[config.mk]
export PLATFORM = sky130hd
export DESIGN_NAME = iram_banked
export DESIGN_NICKNAME = d
export VERILOG_FILES = /design/src/rtl/iram_banked.sv
export SDC_FILE = /design/constraint.sdc
export NUM_CORES = 1
export LEC_CHECK = 0
export BUFFER_PORTS_ARGS = -buffer_cell sky130_fd_sc_hd__buf_2
export CAP_MARGIN = 10
export CORE_MARGIN = 1
export CORE_UTILIZATION = 25
export CTS_BUF_LIST = sky130_fd_sc_hd__clkbuf_4 sky130_fd_sc_hd__clkbuf_8
export DETAILED_ROUTE_END_ITERATION = 6
export GPL_TIMING_DRIVEN = 0
export PLACE_DENSITY = 0.47
export SLEW_MARGIN = 10
export SYNTH_ARGS = -nofsm -noshare
export SYNTH_HDL_FRONTEND = slang
export SYNTH_SLANG_ARGS = --single-unit
[constraint.sdc]
create_clock -name cpu_clk_i -period 3.41 [get_ports cpu_clk_i]
set_input_delay 0.341 -clock cpu_clk_i [delete_from_list [all_inputs] [get_ports cpu_clk_i]]
set_output_delay 0.341 -clock cpu_clk_i [all_outputs]
set_load 0.03 [all_outputs]
[src/rtl/iram_banked.sv]
// rtl/iram_banked.sv - banked instruction-information RAM with bypassed multi-port reads
// Entries indexed by ROB id {pack, way}; tracks per-entry validity and live pack count.
module iram_banked #(
    parameter int WAYS      = 2,
    parameter int PACKS     = 16,
    parameter int RD_PORTS  = 2,
    parameter int PAYLOAD_W = 52,
    localparam int WB  = (WAYS > 1) ? $clog2(WAYS) : 0,
    localparam int PB  = $clog2(PACKS),
    localparam int IDW = PB + WB
) (
    input  logic                          cpu_clk_i,
    input  logic                          cpu_rst_ni,
    input  logic                          wr_valid_i,
    input  logic [PB-1:0]                 wr_pack_i,
    input  logic [WAYS-1:0]               wr_way_valid_i,
    input  logic [WAYS*PAYLOAD_W-1:0]     wr_data_i,
    input  logic                          free_valid_i,
    input  logic [PB-1:0]                 free_pack_i,
    input  logic                          flush_i,
    input  logic [RD_PORTS-1:0]           rd_req_i,
    input  logic [RD_PORTS*IDW-1:0]       rd_rob_i,
    output logic [RD_PORTS-1:0]           rd_valid_o,
    output logic [RD_PORTS-1:0]           rd_hit_o,
    output logic [RD_PORTS*PAYLOAD_W-1:0] rd_data_o,
    output logic [PB:0]                   live_packs_o,
    output logic                          rd_miss_o
);

    localparam int WBX = (WB > 0) ? WB : 1;

    logic [PAYLOAD_W-1:0]       mem [PACKS][WAYS];
    logic [PACKS-1:0][WAYS-1:0] valid_q;
    logic [PACKS-1:0][WAYS-1:0] valid_d;
    logic [PACKS-1:0]           pack_live;
    logic [PB:0]                live_q;
    logic                       write_en;
    logic                       live_inc;
    logic                       live_dec;
    logic [RD_PORTS-1:0]        rd_valid_d;
    logic [RD_PORTS-1:0]        hit_d;
    logic [RD_PORTS-1:0]        rd_valid_q;
    logic [RD_PORTS-1:0]        rd_hit_q;
    logic                       miss_q;

    assign write_en = wr_valid_i && (wr_way_valid_i != '0);

    // Free clears the slot before the write re-marks it: a same-cycle pair means reallocation.
    always_comb begin
        valid_d = valid_q;
        if (free_valid_i) begin
            valid_d[free_pack_i] = '0;
        end
        if (write_en) begin
            valid_d[wr_pack_i] = valid_d[wr_pack_i] | wr_way_valid_i;
        end
        if (flush_i) begin
            valid_d = '0;
        end
    end

    for (genvar k = 0; k < PACKS; k++) begin : g_live
        assign pack_live[k] = |valid_q[k];
    end

    assign live_inc = write_en && !pack_live[wr_pack_i];
    assign live_dec = free_valid_i && pack_live[free_pack_i]
                      && !(write_en && (wr_pack_i == free_pack_i));

    always_ff @(posedge cpu_clk_i or negedge cpu_rst_ni) begin
        if (!cpu_rst_ni) begin
            valid_q <= '0;
            live_q  <= '0;
        end else begin
            valid_q <= valid_d;
            if (flush_i) begin
                live_q <= '0;
            end else if (live_inc && !live_dec) begin
                live_q <= live_q + (PB+1)'(1);
            end else if (live_dec && !live_inc) begin
                live_q <= live_q - (PB+1)'(1);
            end
        end
    end

    // Payload storage is deliberately unreset; validity alone decides visibility.
    always_ff @(posedge cpu_clk_i) begin
        for (int w = 0; w < WAYS; w++) begin
            if (write_en && !flush_i && wr_way_valid_i[WBX'(w)]) begin
                mem[wr_pack_i][WBX'(w)] <= wr_data_i[w*PAYLOAD_W +: PAYLOAD_W];
            end
        end
    end

    assign rd_valid_d = rd_req_i & {RD_PORTS{!flush_i}};

    for (genvar p = 0; p < RD_PORTS; p++) begin : g_rd
        logic [IDW-1:0]       rob;
        logic [PB-1:0]        pack;
        logic [WBX-1:0]       way;
        logic                 bypass;
        logic [PAYLOAD_W-1:0] data_d;
        logic [PAYLOAD_W-1:0] data_q;

        assign rob  = rd_rob_i[p*IDW +: IDW];
        assign pack = rob[IDW-1 -: PB];
        if (WB > 0) begin : g_way
            assign way = rob[WBX-1:0];
        end else begin : g_one
            assign way = '0;
        end

        // A same-cycle write wins; a same-cycle free alone still shows the old entry.
        assign bypass   = write_en && (wr_pack_i == pack) && wr_way_valid_i[way];
        assign hit_d[p] = bypass || valid_q[pack][way];
        assign data_d   = bypass ? wr_data_i[way*PAYLOAD_W +: PAYLOAD_W] : mem[pack][way];

        always_ff @(posedge cpu_clk_i or negedge cpu_rst_ni) begin
            if (!cpu_rst_ni) begin
                data_q <= '0;
            end else if (rd_valid_d[p]) begin
                data_q <= data_d;
            end
        end

        assign rd_data_o[p*PAYLOAD_W +: PAYLOAD_W] = data_q;
    end

    always_ff @(posedge cpu_clk_i or negedge cpu_rst_ni) begin
        if (!cpu_rst_ni) begin
            rd_valid_q <= '0;
            rd_hit_q   <= '0;
            miss_q     <= 1'b0;
        end else begin
            rd_valid_q <= rd_valid_d;
            rd_hit_q   <= hit_d & rd_valid_d;
            miss_q     <= miss_q | (|(rd_valid_d & ~hit_d));
        end
    end

    assign rd_valid_o   = rd_valid_q;
    assign rd_hit_o     = rd_hit_q;
    assign live_packs_o = live_q;
    assign rd_miss_o    = miss_q;

endmodule
After elaboration in Yosys (flattened, before gate mapping)
Memories as Yosys holds them, arrays and structs flattened.
Cells that the tools add are included.
- add/sub/neg operators: 2
- multipliers: 2
- magnitude comparators: 10
- equality and inequality tests: 3
- shift operators: 2
- multiplexer cells: 39
- bitwise gates (word level): 10
- reductions and logical operators: 41
- operators by type and width (cell ; count):
    $mux 52 ; 8
    $shiftx 104x8->52 ; 2
    $mux 32 ; 3
    $reduce_or 2->1 ; 17
    $and 32x32->32 ; 1
    $bwmux 32 ; 1
    $not 32->32 ; 1
    $bmux 2 s4 ; 3
    $lt 4x5->1 const B ; 4
    $demux 2 s4 ; 2
    $logic_and 1x1->1 ; 15
    $mux 5 ; 3
    $eq 4x4->1 ; 3
    $mux 1 ; 12
    $mul 1x4->5 const B ; 2
    $mux 2 ; 5
    $bmux 1 s4 ; 2
    $ge 4x1->1 const B ; 2
    $and 2x2->2 ; 3
    $add 5x1->5 const B ; 1
    $logic_not 1->1 ; 5
    $sub 5x1->5 const B ; 1
    $ge 2x2->1 const B ; 2
    $lt 1x2->1 const B ; 2
    other kinds (7) ; 9
- register bits after elaboration: 146
- memory bits (writable): 832
- bits of input ports: 131
- output and inout port bits: 114
- logic and storage cells: 132
- memories kept: 1
- memory list (memory ; words ; width ; rd ports ; clocked after Yosys merged registers in ; wr ports ; line ; RTL):
    mem ; 16 ; 52 ; 2 ; 0 ; 1 ; 32 ; logic [PAYLOAD_W-1:0] mem [PACKS][WAYS];

Longest topological paths before layout
- depth after elaboration: 13
- mapped depth: 14
- depth with buffers taken out: 12

Least setup slack after synthesis
No wires, ideal clock.
- path type: input -> register
- from: input wr_pack_i[3]
- to: memory mem[0][0] (netlist bit) (enable)
- library setup time: 0.462 ns
- arrival time: 3.309 ns
- data required time: 2.948 ns
- slack: -0.361 ns
- stages: 5
- buffers on the path: 3
- cells stage by stage: buf_2 > buf_4 > or2_2 > clkbuf_1 > nor2_1
- RTL lines (element ; line ; RTL):
    from (decl) ; 15 ; input logic [PB-1:0] wr_pack_i,
    to (decl) ; 32 ;
Straight into the memory's write port.

Worst setup path after layout
- from: input flush_i
- to: register rd_hit_q[1], in the netlist rd_hit_o[1]
- word-level cells in the longest chain between the ends: 3
- ends and longest elaborated chain (element ; line ; RTL):
    from (decl) ; 20 ; input logic flush_i,
    $logic_not 1->1 ; 95 ; assign rd_valid_d = rd_req_i & {RD_PORTS{!flush_i}};
    $and 2x2->2 ; 95 ;
    $and 2x2->2 ; 136 ; rd_hit_q <= hit_d & rd_valid_d;
    to (signal assigned) ; 136 ;
    to (decl) ; 43 ; logic [RD_PORTS-1:0] rd_hit_q;
Every way passes these cells.
A chain may end at the register's enable or synchronous reset.

==> flow_metrics.tcl <==
set metrics [dict create \
    tightestPinTransition_ns 1.26 \
    dp_hpwl_um 119000 \
    grt_start_max_net_pins 73 \
    clockRootBuffer "clkbuf_8" \
    initialDrtViolationCount 2667 \
    io_pins 245 \
    clock-sinks 978 \
    drive_above_1_share_pct 38.8 \
    max_freq_ghz 0.299 \
    dp_cells 5329 \
    h-tree-depth 4 \
    synthXorXnorAreaFrac_pct 0.263 \
    max_slew_margin_pct 16.2 \
    coreArea_um2 185000 \
    wl_per_cell_um 30.0 \
    rsz0062_at_grt "no" \
    slowest_delay_ns 0.85 \
    worstPathCellList "dlygate4sd3_1, clkbuf_1, inv_1, nand2_2, clkbuf_2, clkbuf_1, a21oi_1" \
    instances_no_fill 5773 \
    route.met3.wl_um 11500 \
    ys_ff_latch 978 \
    vias 28900 \
    hold_class "in -> reg" \
    ant_nets 0 \
    die_w_um 434 \
    yosys.area.top_type "edfxtp_1" \
    synth_warnings 0 \
    power_uw 28300 \
    synthAdderAreaFrac_pct 0.150 \
    synth-compound-area-share_pct 4.03 \
    cp.required_ns 4.11 \
    endpoint "rd_hit_o[1]$_DFF_PN0_" \
    startpoint "flush_i" \
    synthMuxAreaShare_pct 28.7 \
    die_h_um 434 \
    fin_setup_tns_ns 0 \
    synth-seq-area-share_pct 61.3 \
    area_delta_synth_final_pct 22.4 \
    r2r_slack_ns 0.17 \
    wl_um 173000 \
    vdd_drop_max_uv 380 \
    outcome "completed" \
    die-area_um2 188000 \
    ys_top_cells_by_area "edfxtp_1 54%, mux4_2 26%, dfrtp_1 7.8%" \
    fin_ws_ns 0.0648 \
    synthesis.area_um2 46700 \
    synth_cells 2562 \
    drc_errors 0 \
    post-cts-setup-buffers 0 \
    min_period_over_period_pct 98.1 \
    reg2reg_depth 13 \
    cts_inserted_buffers 170 \
    cts_tree "yes" \
    maxCapViolCount 0 \
    layout.nets 3269 \
    first_pass_iters 5 \
    final.min_clock_period_ns 3.35 \
    netlist-cell-type-count 70 \
    cp_top_family "buffers and inverters" \
    start_util_pct 25.2 \
    drt-met1-wl_um 69000 \
    regArea_um2 28600 \
    top_layer "met5" \
    setup_viol 0 \
    ys.flop_type "edfxtp_1" \
    synthTopCellsByCount "832 x edfxtp_1, 542 x mux4_2, 159 x nor2_1" \
    grt_antenna_before_repair 18 \
    synth_area_per_cell_um2 18.2 \
    powerDensity_nw_per_um2 495 \
    wl_met2_um 87000 \
    cp_num_buf_inv 5 \
    hold_violations 0 \
    multiInputGateArea_um2 17300 \
    cp-end-kind "register" \
    clock_path_buffers 3 \
    insertion_delay_ns 0.92 \
    fin_skew_ns 0.0353 \
    synth_edf_count 832 \
    cellLeakagePower_uw 0.0192 \
    grt_pass1_wl_um 239000 \
    critical_path_peak_fanout 10 \
    slowest_stage "clkbuf_1" \
    synth_top_area_share_pct 53.5 \
    cpMostUsedCell "clkbuf_1" \
    maxSlewViolCount 0 \
    synthArstFlopShare_pct 14.9 \
    grt.total_usage_pct 18.4 \
    dp_slack_ns -1.13 \
    nFillCells 18400 \
    arrival_ns 4.04 \
    r2r-end "live_packs_o[4]$_DFFE_PN0P_" \
    synth_top_family_by_area "multiplexers" \
    critPathLaunchType "primary input" \
    reg2reg_from "valid_q[0]$_DFF_PN0_" \
    viasPerCell 5.01 \
    grt_pass1_vias 29900 \
    criticalPathCategory "in -> reg" \
    clk_pin_slew_worst_paths_ns 0.06 \
    grt_overflow 0 \
    crit_cells 7 \
    yosys.cell_count.top_type "edfxtp_1" \
    num_rows 158 \
    io_buffers 232 \
    gp_congestion 0.867 \
    synth.net_count 2698 \
    yosys.area_share.simple_pct 3.51 \
]
==> stage by stage <==
stage               utilization [%]  instance area (um^2)  hold slack, ns
floorplan                         -                 46700          0.0454
global placement               27.5                 51000           0.462
detailed placement             28.3                 52400           0.385
CTS                            30.8                 57100         0.00620
global route                   30.8                 57100          0.0735
finish                         30.8                 57200          0.0998
==> worst min path at each step <==
stage,to,depth (start not counted),start,slack [ns]
3_3_place_gp,g_rd[1].data_q[49]$_DFFE_PN0P_,2,g_rd[1].data_q[49]$_DFFE_PN0P_,0.46
2_1_floorplan,g_rd[0].data_q[0]$_DFFE_PN0P_,0,cpu_rst_ni,0.05
5_1_grt,g_rd[1].data_q[43]$_DFFE_PN0P_,5,wr_data_i[95],0.07
6_report,g_rd[0].data_q[12]$_DFFE_PN0P_,5,wr_data_i[64],0.1
3_5_place_dp,valid_q[1]$_DFF_PN0_,1,cpu_rst_ni,0.39
4_1_cts,valid_q[1]$_DFF_PN0_,5,free_pack_i[0],0.006
==> kinds of logic (layout without fill, tap and decap cells) <==
logic type / count (synthesis) / count (layout)
other: 0 / 16
AND/OR/NAND/NOR: 371 / 371
adder cells (fa/ha/maj): 5 / 5
multiplexers: 659 / 659
buffers and inverters: 209 / 924
XOR/XNOR: 14 / 14
AO/OA/AOI/OAI: 326 / 326
flip-flops: 978 / 978
==> worst min-delay path, stage by stage <==
cell and delay (ns):
buf_2 0.17, mux2i_1 0.09, nor2_1 0.08, a21oi_1 0.10
o21ai_0 0.16
==> flip-flops by register name, summed over array words and instances, names as in the netlist <==
signal and count:
rd_miss_o 1, mem 832, g_rd.data_q 104, valid_q 32, rd_hit_o 2, live_packs_o 5
rd_valid_o 2
==> cell usage in the layout (no fill, tap or decap), types with 4 or more instances in the layout <==
cell and n:
a211oi_1 20, a21oi_1 130, a31oi_1 4, buf_1 6, buf_12 25, buf_16 31
buf_2 302, buf_4 10, bufinv_16 4, clkbuf_1 100, clkbuf_2 10, clkbuf_4 68
clkbuf_8 189, clkinv_1 20, clkinv_2 22, clkinvlp_4 4, dfrtp_1 145, diode_2 16
dlygate4sd3_1 111, edfxtp_1 832, ha_1 4, inv_1 7, inv_6 6, mux2_2 4
mux2i_1 112, mux4_2 542, nand2_1 128, nand3_1 14, nand3b_1 7, nor2_1 143
nor2_4 17, nor3_1 16, nor3b_1 6, o21a_1 7, o21ai_0 124, o31ai_1 4
or2_2 9, xnor2_1 7, xor2_1 7
==> what timing repair did <==
action	4_1_cts	5_1_grt
cloned	0	0
endpoints found under the setup margin	2	1
hold buffers	112	0
endpoints found under the hold margin	1084	0
resized for setup	2	3
==> layout make-up <==
type                       instances  area share, %
sequential                       978           50.1
multi-input combinational       1375           30.2
timing repair buffer             399           6.36
tap                             2480           5.43
clock buffer                     256           5.42
buffer                           201           1.62
clock inverter                    60          0.762
antenna                           16         0.0700
inverter                           8         0.0525
==> power breakdown <==
| part | internal [uW] | switching, uW | total (uW) |
|---|---|---|---|
| clock network | 6140 | 5210 | 11400 |
| logic | 1320 | 2180 | 3500 |
| registers | 13300 | 184 | 13500 |
==> per-layer routing <==
metal	track usage, %	up-vias
met5	0	-
met4	6.36	4
met3	3.74	239
met2	31.1	1112
met1	23.2	15700
li1	-	11900
Note: power is estimated with default switching activity, not from simulation.
